`config.mk`:
```
export PLATFORM = sky130hd
export DESIGN_NAME = serial_add_sub_flat
export DESIGN_NICKNAME = d
export VERILOG_FILES = /design/src/rtl/serial_add_sub_pkg.sv /design/src/rtl/serial_add_sub_if.sv /design/src/rtl/serial_add_sub_cell.sv /design/src/rtl/serial_add_sub.sv /design/src/flat_wrapper.sv
export SDC_FILE = /design/constraint.sdc
export NUM_CORES = 1
export LEC_CHECK = 0
export BUFFER_PORTS_ARGS = -buffer_cell sky130_fd_sc_hd__buf_2
export CORE_UTILIZATION = 43
export DETAILED_ROUTE_END_ITERATION = 16
export GPL_TIMING_DRIVEN = 0
export PLACE_DENSITY = 0.63
export SKIP_CTS_REPAIR_TIMING = 1
export SYNTH_ARGS = -nofsm -noshare
export SYNTH_HDL_FRONTEND = slang
export SYNTH_SLANG_ARGS = --single-unit
```
`constraint.sdc`:
```
create_clock -name clk -period 1.75 [get_ports clk]
set_input_delay 0.35 -clock clk [delete_from_list [all_inputs] [get_ports clk]]
set_output_delay 0.35 -clock clk [all_outputs]
set_load 0.01 [all_outputs]
```
`src/rtl/serial_add_sub_pkg.sv`:
```
// serial_arith_pkg: shared encodings for the bit-serial adder/subtractor.
//   S_IDLE/S_RUN/S_DONE : FSM state codes
//   MODE_ADD/MODE_SUB   : operation select values on the mode input
//   state_t             : enumerated FSM state built on the codes above
package serial_arith_pkg;

    localparam logic [1:0] S_IDLE = 2'd0;
    localparam logic [1:0] S_RUN  = 2'd1;
    localparam logic [1:0] S_DONE = 2'd2;

    localparam logic MODE_ADD = 1'b0;
    localparam logic MODE_SUB = 1'b1;

    typedef enum logic [1:0] {
        ST_IDLE = S_IDLE,
        ST_RUN  = S_RUN,
        ST_DONE = S_DONE
    } state_t;

endpackage

```
`src/rtl/serial_add_sub_if.sv`:
```
// serial_add_sub_if: request/result bundle of the bit-serial adder/subtractor.
//   start, mode, a, b         : request side (driven by master)
//   busy, done, result,
//   carry_borrow              : status/result side (driven by slave)
//   overflow                  : signed overflow, only when SERIAL_ADD_SUB_OVF_EN is defined
// Modports: master = requester, slave = serial_add_sub.
interface serial_add_sub_if #(
    parameter int WIDTH = 8
);
    logic             start;
    logic             mode;
    logic [WIDTH-1:0] a;
    logic [WIDTH-1:0] b;
    logic             busy;
    logic             done;
    logic [WIDTH-1:0] result;
    logic             carry_borrow;
`ifdef SERIAL_ADD_SUB_OVF_EN
    logic             overflow;
`endif

    modport master (
        output start, mode, a, b,
        input  busy, done, result, carry_borrow
`ifdef SERIAL_ADD_SUB_OVF_EN
        , input overflow
`endif
    );

    modport slave (
        input  start, mode, a, b,
        output busy, done, result, carry_borrow
`ifdef SERIAL_ADD_SUB_OVF_EN
        , output overflow
`endif
    );

endinterface

```
`src/rtl/serial_add_sub_cell.sv`:
```
// full_add_sub_cell: combinational 1-bit full adder / full subtractor.
//   a, b  : operand bits
//   cin   : incoming carry (add) or borrow (sub)
//   mode  : MODE_ADD or MODE_SUB
//   y     : sum / difference bit
//   cout  : outgoing carry (add) or borrow (sub)
import serial_arith_pkg::*;

module full_add_sub_cell (
    input  logic a,
    input  logic b,
    input  logic cin,
    input  logic mode,
    output logic y,
    output logic cout
);

    logic a_xor_b;

    assign a_xor_b = a ^ b;
    assign y       = a_xor_b ^ cin;
    // Borrow form: borrow when b exceeds a, or a==b and a borrow came in.
    assign cout    = (mode == MODE_SUB) ? ((~a & b) | (cin & ~a_xor_b))
                                        : ((a & b)  | (cin & a_xor_b));

endmodule

```
`src/rtl/serial_add_sub.sv`:
```
// serial_add_sub: bit-serial WIDTH-bit adder/subtractor, one bit per clock, LSB first.
//   clk  : rising-edge clock
//   rst  : asynchronous active-high reset (aborts any operation in flight)
//   bus  : serial_add_sub_if.slave (start/mode/a/b in; busy/done/result/carry_borrow out)
// Optional: define SERIAL_ADD_SUB_OVF_EN to add the signed overflow output.
// Timing: start accepted at edge k, bits processed at edges k+1..k+WIDTH, result
// registers load at edge k+WIDTH and done pulses for the following cycle.
import serial_arith_pkg::*;

module serial_add_sub #(
    parameter int WIDTH = 8
) (
    input  logic             clk,
    input  logic             rst,
    serial_add_sub_if.slave  bus
);

    localparam int CNT_W = $clog2(WIDTH);

    state_t           state_reg;
    logic [CNT_W-1:0] cnt_reg;
    logic             carry_reg;
    logic             mode_reg;
    logic [WIDTH-1:0] a_sh_reg;
    logic [WIDTH-1:0] b_sh_reg;
    logic [WIDTH-1:0] res_sh_reg;
    logic [WIDTH-1:0] result_reg;
    logic             cb_reg;
    logic             busy_reg;
    logic             done_reg;

    logic             cell_y;
    logic             cell_cout;
    logic [WIDTH-1:0] res_sh_next;
    logic             last_bit;

    full_add_sub_cell u_cell (
        .a    (a_sh_reg[0]),
        .b    (b_sh_reg[0]),
        .cin  (carry_reg),
        .mode (mode_reg),
        .y    (cell_y),
        .cout (cell_cout)
    );

    // New bit enters at the MSB; after WIDTH shifts bit 0 holds the LSB.
    assign res_sh_next = {cell_y, res_sh_reg[WIDTH-1:1]};
    assign last_bit    = (cnt_reg == CNT_W'(WIDTH - 1));

`ifdef SERIAL_ADD_SUB_OVF_EN
    logic ovf_reg;
    logic ovf_next;
    // On the last bit the operand shift regs present the latched MSBs at bit 0
    // and the cell output is the result MSB, so no extra MSB flops are needed.
    always_comb begin
        ovf_next = 1'b0;
        if (mode_reg == MODE_ADD)
            ovf_next = (a_sh_reg[0] == b_sh_reg[0]) && (cell_y != a_sh_reg[0]);
        else
            ovf_next = (a_sh_reg[0] != b_sh_reg[0]) && (cell_y != a_sh_reg[0]);
    end
    assign bus.overflow = ovf_reg;
`endif

    always_ff @(posedge clk or posedge rst) begin
        if (rst) begin
            state_reg  <= ST_IDLE;
            cnt_reg    <= '0;
            carry_reg  <= 1'b0;
            mode_reg   <= MODE_ADD;
            a_sh_reg   <= '0;
            b_sh_reg   <= '0;
            res_sh_reg <= '0;
            result_reg <= '0;
            cb_reg     <= 1'b0;
            busy_reg   <= 1'b0;
            done_reg   <= 1'b0;
`ifdef SERIAL_ADD_SUB_OVF_EN
            ovf_reg    <= 1'b0;
`endif
        end else begin
            done_reg <= 1'b0;
            case (state_reg)
                ST_IDLE, ST_DONE: begin
                    if (bus.start) begin
                        a_sh_reg  <= bus.a;
                        b_sh_reg  <= bus.b;
                        mode_reg  <= bus.mode;
                        carry_reg <= 1'b0;
                        cnt_reg   <= '0;
                        busy_reg  <= 1'b1;
                        state_reg <= ST_RUN;
                    end else if (state_reg == ST_DONE) begin
                        state_reg <= ST_IDLE;
                    end
                end
                ST_RUN: begin
                    a_sh_reg   <= a_sh_reg >> 1;
                    b_sh_reg   <= b_sh_reg >> 1;
                    res_sh_reg <= res_sh_next;
                    carry_reg  <= cell_cout;
                    cnt_reg    <= cnt_reg + CNT_W'(1);
                    if (last_bit) begin
                        result_reg <= res_sh_next;
                        cb_reg     <= cell_cout;
`ifdef SERIAL_ADD_SUB_OVF_EN
                        ovf_reg    <= ovf_next;
`endif
                        done_reg   <= 1'b1;
                        busy_reg   <= 1'b0;
                        state_reg  <= ST_DONE;
                    end
                end
                default: state_reg <= ST_IDLE;
            endcase
        end
    end

    assign bus.busy         = busy_reg;
    assign bus.done         = done_reg;
    assign bus.result       = result_reg;
    assign bus.carry_borrow = cb_reg;

endmodule

```
`src/flat_wrapper.sv`:
```
// flat-port wrapper written by rule: the top's interface ports become plain ports
module serial_add_sub_flat 
#(
    parameter int WIDTH = 8
)
  (clk, rst, bus_start, bus_mode, bus_a, bus_b, bus_busy, bus_done, bus_result, bus_carry_borrow);
  serial_add_sub_if #(.WIDTH(WIDTH)) bus_i ();
  input  logic clk;
  input  logic rst;
  input wire logic [$bits(bus_i.start)-1:0] bus_start;
  input wire logic [$bits(bus_i.mode)-1:0] bus_mode;
  input wire logic [$bits(bus_i.a)-1:0] bus_a;
  input wire logic [$bits(bus_i.b)-1:0] bus_b;
  output wire logic [$bits(bus_i.busy)-1:0] bus_busy;
  output wire logic [$bits(bus_i.done)-1:0] bus_done;
  output wire logic [$bits(bus_i.result)-1:0] bus_result;
  output wire logic [$bits(bus_i.carry_borrow)-1:0] bus_carry_borrow;
  assign bus_i.start = bus_start;
  assign bus_i.mode = bus_mode;
  assign bus_i.a = bus_a;
  assign bus_i.b = bus_b;
  assign bus_busy = bus_i.busy;
  assign bus_done = bus_i.done;
  assign bus_result = bus_i.result;
  assign bus_carry_borrow = bus_i.carry_borrow;
  serial_add_sub #(.WIDTH(WIDTH)) u_core (.clk(clk), .rst(rst), .bus(bus_i));
endmodule
```
==> results.toml, run 1 <==
[critical_path]
required_ns = 1.93
cp_num_buf_inv = 1
endpoint_kind = "flop"
path_class = "flop to flop"
crit_top_cell = "ha_1"
arrival_ns = 1.82
cp_max_fo = 10
path_cells = "ha_1 -> ha_1 -> nand3b_4 -> buf_2 -> mux2_1"
slowest_stage = "dfrtp_1"
critPathMaxStageDelay_ns = 0.40
crit_path_start_kind = "flop"
cp_top_family = "adder cells"

[final_layout]
fin_nets = 192
drive_above_1_share_pct = 29.8
area_growth_pct = 17.0
antenna_cells = 0

[pwr]
p_clk_share_pct = 16.3
power.switching_w = 0.00126
pwr-share-comb_pct = 39.7
power_leakage_nw = 1.11
power.internal_w = 0.00248
seq_power_share_pct = 43.9
p_sw_share_pct = 33.7
p_per_area_mw_per_mm2 = 1830
ir_drop_mv = 0.671

[sta]
finalCritPeriodShare_pct = 93.7
period_needed_ns = 1.64
finClkSkew_ns = 0.00397
setup_tns_ns = 0
clock.fmax_ghz = 0.610
fin_ws_ns = 0.111
finalMaxSlewViolations = 0
finalSetupViolCount = 0
rsz0062_at_grt = "no"
tightestPinTransition_ns = 0.820
maxSlewHeadroom_pct = 45.3
final-hold-violation-count = 0

[global_routing]
grt_pass1_wl_um = 4970
track_usage_pct = 16.2
grt_pass1_vias = 1055
antenna_found_initial = 0
gr-total-overflow = 0
grt_max_degree = 42

[die]
core-area_sq_mm = 0.00377
dieArea_sq_mm = 0.00432
die-height_um = 65.7
die_w_um = 65.7
rows = 22
initial_core_util_pct = 46.3
boundaryPins = 31

[route]
wl_per_cell_um = 13.7
dr_wl_met2_um = 1380
drc = 0
wl_um = 2960
wl_met3_um = 160
via_count = 1117
wl_met1_um = 1350
first_iter_violations = 55
first_pass_iters = 5
routed_via_density = 5.17
top_layer_used = "met4"
drtAntennaViolNets = 0

[placed_design]
pre_cts_slack_ns = 0.0925
routabilityCongestion = 0.687
port_buffers = 30
hpwl_um = 2080

[clock_tree]
cts-root-buf = "clkbuf_8"
cts_made_buffers = 5
clock_latency_ns = 0.29
htreeDepth = 2
clk_path_buf_depth = 2
cts_tree = "yes"
cts.sinks = 41
cts.clk_slew.worst_paths_ns = 0.07

[synth]
synth_cells = 131
ys_dominant_reg_cell = "dfrtp_1"
synth_enable_flop_cells = 0
ys_types = 25
synth_seq_cells = 41
syn_area_per_cell_sq_um = 13.3
yosysWarnings = 0
seq_area_frac_synth_pct = 58.8
ys_async_sr_fraction_pct = 100
syn_area_sq_mm = 0.00174
synth_fp_nets = 155

[job]
maxCapViolCount = 0

[worst_hold_path]
min_path_type = "input pin to asynchronous set/reset pin"

[status]
status = "finished clean"
[layout by cell type (no fill, tap or decap)]
cell       count
and2b_4        1
buf_4          1
a22o_1        17
nand3b_4       1
nand2b_1       1
mux2_1         8
fa_1           2
ha_1           2
clkbuf_8       6
buf_12         1
a21o_1        14
clkbuf_1       2
o2bb2ai_1      1
buf_2         31
inv_1          3
o21ai_1        3
nor3_2         1
buf_6          4
a221o_1        1
nand2_1       21
nor2b_4        1
o21bai_1       1
mux2_2         1
mux2i_1        1
dfrtp_1       41
nor2_4         1
inv_2          1
[power by group through the flow]
stage / Combinational [W] / Clock [W] / Sequential [W]
2_1_floorplan: 0.00112 / 0 / 0.00165
3_3_place_gp: 0.00148 / 0 / 0.00164
3_5_place_dp: 0.00151 / 0 / 0.00167
4_1_cts: 0.00152 / 0.000635 / 0.00165
5_1_grt: 0.00166 / 0.000683 / 0.00170
6_report: 0.00149 / 0.000610 / 0.00164
[Yosys cell counts (all sizes together) (2+ instances only)]
cell	n	share of area (%)
dfrtp	41	59
nand2	21	4.5
a22o	17	8.5
a21o	14	6.0
mux2	9	5.8
buf	7	4.4
inv	4	0.86
o21ai	3	0.86
fa	2	2.3
ha	2	1.4
[metal layers]
| metal | GRT usage, % | vias to the layer above |
|---|---|---|
| met4 | 8.97 | 0 |
| li1 | - | 526 |
| met5 | 0 | - |
| met1 | 20.1 | 554 |
| met3 | 6.25 | 6 |
| met2 | 24.0 | 31 |
[worst paths after layout]
path / startpoint / endpoint / slack [ns] / cells past startpoint
max: u_core.cnt_reg[0] / u_core.bus.result[6] / 0.11 / 5
min: rst / u_core.bus.carry_borrow / 0.22 / 2
max reg2reg: u_core.cnt_reg[0] / u_core.bus.result[6] / 0.11 / 5
min reg2reg: u_core.a_sh_reg[2] / u_core.a_sh_reg[2] / 0.48 / 1
max in group asynchronous: rst / u_core.res_sh_reg[7] / 1.02 / 2
min in group clk: bus_a[7] / u_core.a_sh_reg[7] / 0.28 / 2
[cells by family after synthesis]
| group | count (synthesis) | synth area share, % |
|---|---|---|
| flops | 41 | 58.8 |
| compound gates | 37 | 16.9 |
| simple gates | 27 | 8.61 |
| buf+inv | 12 | 5.52 |
| mux | 10 | 6.38 |
| fa+ha+maj | 4 | 3.73 |
[per-stage QoR]
step	total power (W)	util (%)	instances	hold slack (ns)	area, sq um
4_1_cts	0.00380	54.1	216	0.247	2040
2_1_floorplan	0.00278	-	131	0.439	1740
3_3_place_gp	0.00311	51.8	209	0.454	1950
5_1_grt	0.00404	54.1	216	0.259	2040
6_report	0.00374	54.1	216	0.217	2040
3_5_place_dp	0.00318	51.8	209	0.465	1950
[layout make-up]
cell class,instances,area (sq um)
buffer,8,81.3
clock buffer,7,86.3
fill,342,1730
inverter,4,15.0
multi-input combinational,78,622
sequential,41,1030
tap,48,60.1
timing repair buffer,30,150
Note: power is estimated with default switching activity, not from simulation.
==> run 2: changes to the inputs <==
Settings changed: PLACE_DENSITY 0.63 to 0.64.
Clock period 1.75 ns to 1.68 ns, I/O delays scaled along.
==> run 2 against run 1 <==
Against the previous run:
- first-iteration DRC count fell by 22%
- utilization rose by 0.33 points
- setup slack improved by 0.088 ns
- hold slack got worse by 0.016 ns
- largest power group unchanged
- largest cell class unchanged
==> results.toml, run 2 (same netlist as run 1, synthesis figures left out) <==
[status]
status = "finished clean"

[clock_tree]
htreeDepth = 2
clock_latency_ns = 0.29
cts-root-buf = "clkbuf_8"
cts.sinks = 41
clk_path_buf_depth = 2
cts_tree = "yes"
cts_made_buffers = 5
cts.clk_slew.worst_paths_ns = 0.07

[die]
rows = 22
die_w_um = 65.7
boundaryPins = 31
core-area_sq_mm = 0.00377
initial_core_util_pct = 46.3
die-height_um = 65.7
dieArea_sq_mm = 0.00432

[critical_path]
arrival_ns = 1.65
cp_max_fo = 14
crit_top_cell = "ha_1"
r2r_cells = 4
r2r-start = "u_core.cnt_reg[0]"
required_ns = 1.85
rrSetupSlack_ns = 0.20
crit_path_start_kind = "flop"
path_cells = "ha_1 -> ha_1 -> nand3b_4 -> mux2_1"
rr_endpoint = "u_core.bus.result[3]"
path_class = "flop to flop"
critPathMaxStageDelay_ns = 0.39
cp_top_family = "adder cells"
slowest_stage = "dfrtp_1"
cp_num_buf_inv = 0
endpoint_kind = "flop"

[sta]
clock.fmax_ghz = 0.675
maxSlewHeadroom_pct = 44.9
rsz0062_at_grt = "no"
period_needed_ns = 1.48
finalCritPeriodShare_pct = 88.2
fin_ws_ns = 0.199
final-hold-violation-count = 0
setup_tns_ns = 0
finClkSkew_ns = 0.00675
finalMaxSlewViolations = 0
finalSetupViolCount = 0
tightestPinTransition_ns = 0.826

[final_layout]
area_growth_pct = 17.7
fin_nets = 191
postLayoutCoreUtil_pct = 54.4
drive_above_1_share_pct = 29.9
fillers = 327
multi_input_comb_area_sq_um = 622
antenna_cells = 0
ff_latch_area_sq_mm = 0.00103
most-common-layout-cells = "41 x dfrtp_1, 30 x buf_2, 21 x nand2_1, 17 x a22o_1, 14 x a21o_1"
layout_commonest_cell = "dfrtp_1"

[route]
drc = 0
via_count = 1079
top_layer_used = "met4"
wl_per_cell_um = 13.6
dr_wl_met2_um = 1440
wl_met1_um = 1260
drtAntennaViolNets = 0
wl_um = 2920
first_pass_iters = 3
routed_via_density = 5.02
wl_met3_um = 185
first_iter_violations = 43

[placed_design]
routabilityCongestion = 0.699
port_buffers = 30
pre_cts_slack_ns = 0.0316
hpwl_um = 2070

[global_routing]
grt_pass1_vias = 1158
grt_pass1_wl_um = 5190
antenna_found_initial = 0
track_usage_pct = 16.5
gr-total-overflow = 0
grt_max_degree = 42

[pwr]
p_clk_share_pct = 18.6
pwr-share-comb_pct = 38.9
seq_power_share_pct = 42.6
power_leakage_nw = 1.12
p_sw_share_pct = 32.8
ir_drop_mv = 0.804
power.switching_w = 0.00131
power.internal_w = 0.00269
p_per_area_mw_per_mm2 = 1950

[job]
maxCapViolCount = 0

[worst_hold_path]
min_path_type = "input pin to asynchronous set/reset pin"
[run 2: cell types whose count changed in the layout (fill, tap and decap cells not counted), sizes merged]
cell,previous run,this run
buf,37,36
clkinv,0,1
clkbuf,8,6
bufinv,0,1
[run 2: power by group through the flow]
stage	sequential [W]	clock (W)	combinational [W]
after floorplan	0.00172	0	0.00117
after global placement	0.00170	0	0.00153
after detailed placement	0.00173	0	0.00159
after CTS	0.00171	0.000767	0.00159
after global routing	0.00177	0.000821	0.00175
final	0.00170	0.000742	0.00155
[run 2: metal layers]
layer | track usage (%) | vias to the layer above
li1 | - | 527
met1 | 18.6 | 519
met2 | 28.1 | 29
met3 | 7.64 | 4
met4 | 4.08 | 0
met5 | 0 | -
[run 2: area by class of cell]
type                       count  area share (%)
sequential                    41            50.0
multi-input combinational     78            30.3
timing repair buffer          30            7.31
buffer                         7            3.72
clock buffer                   5            3.35
tap                           48            2.93
clock inverter                 2            1.71
inverter                       4           0.731
[run 2: worst max-delay path by stage]
| stage | startpoint | cells after the start | to |
|---|---|---|---|
| after detailed placement | u_core.cnt_reg[0] | 5 | u_core.bus.result[0] |
| final | u_core.cnt_reg[0] | 4 | u_core.bus.result[3] |
| after global routing | u_core.cnt_reg[0] | 4 | u_core.bus.result[3] |
| after global placement | rst | 2 | u_core.b_sh_reg[7] |
| after CTS | u_core.cnt_reg[0] | 5 | u_core.bus.result[0] |
| after floorplan | u_core.cnt_reg[0] | 5 | u_core.bus.result[0] |
[run 2: metrics by stage]
step	std cells	area, sq um	hold WS [ns]	power [W]
2_1_floorplan	131	1740	0.439	0.00289
3_3_place_gp	209	1950	0.456	0.00323
3_5_place_dp	209	1950	0.464	0.00332
4_1_cts	216	2060	0.239	0.00407
5_1_grt	215	2050	0.265	0.00433
6_report	215	2050	0.201	0.00399
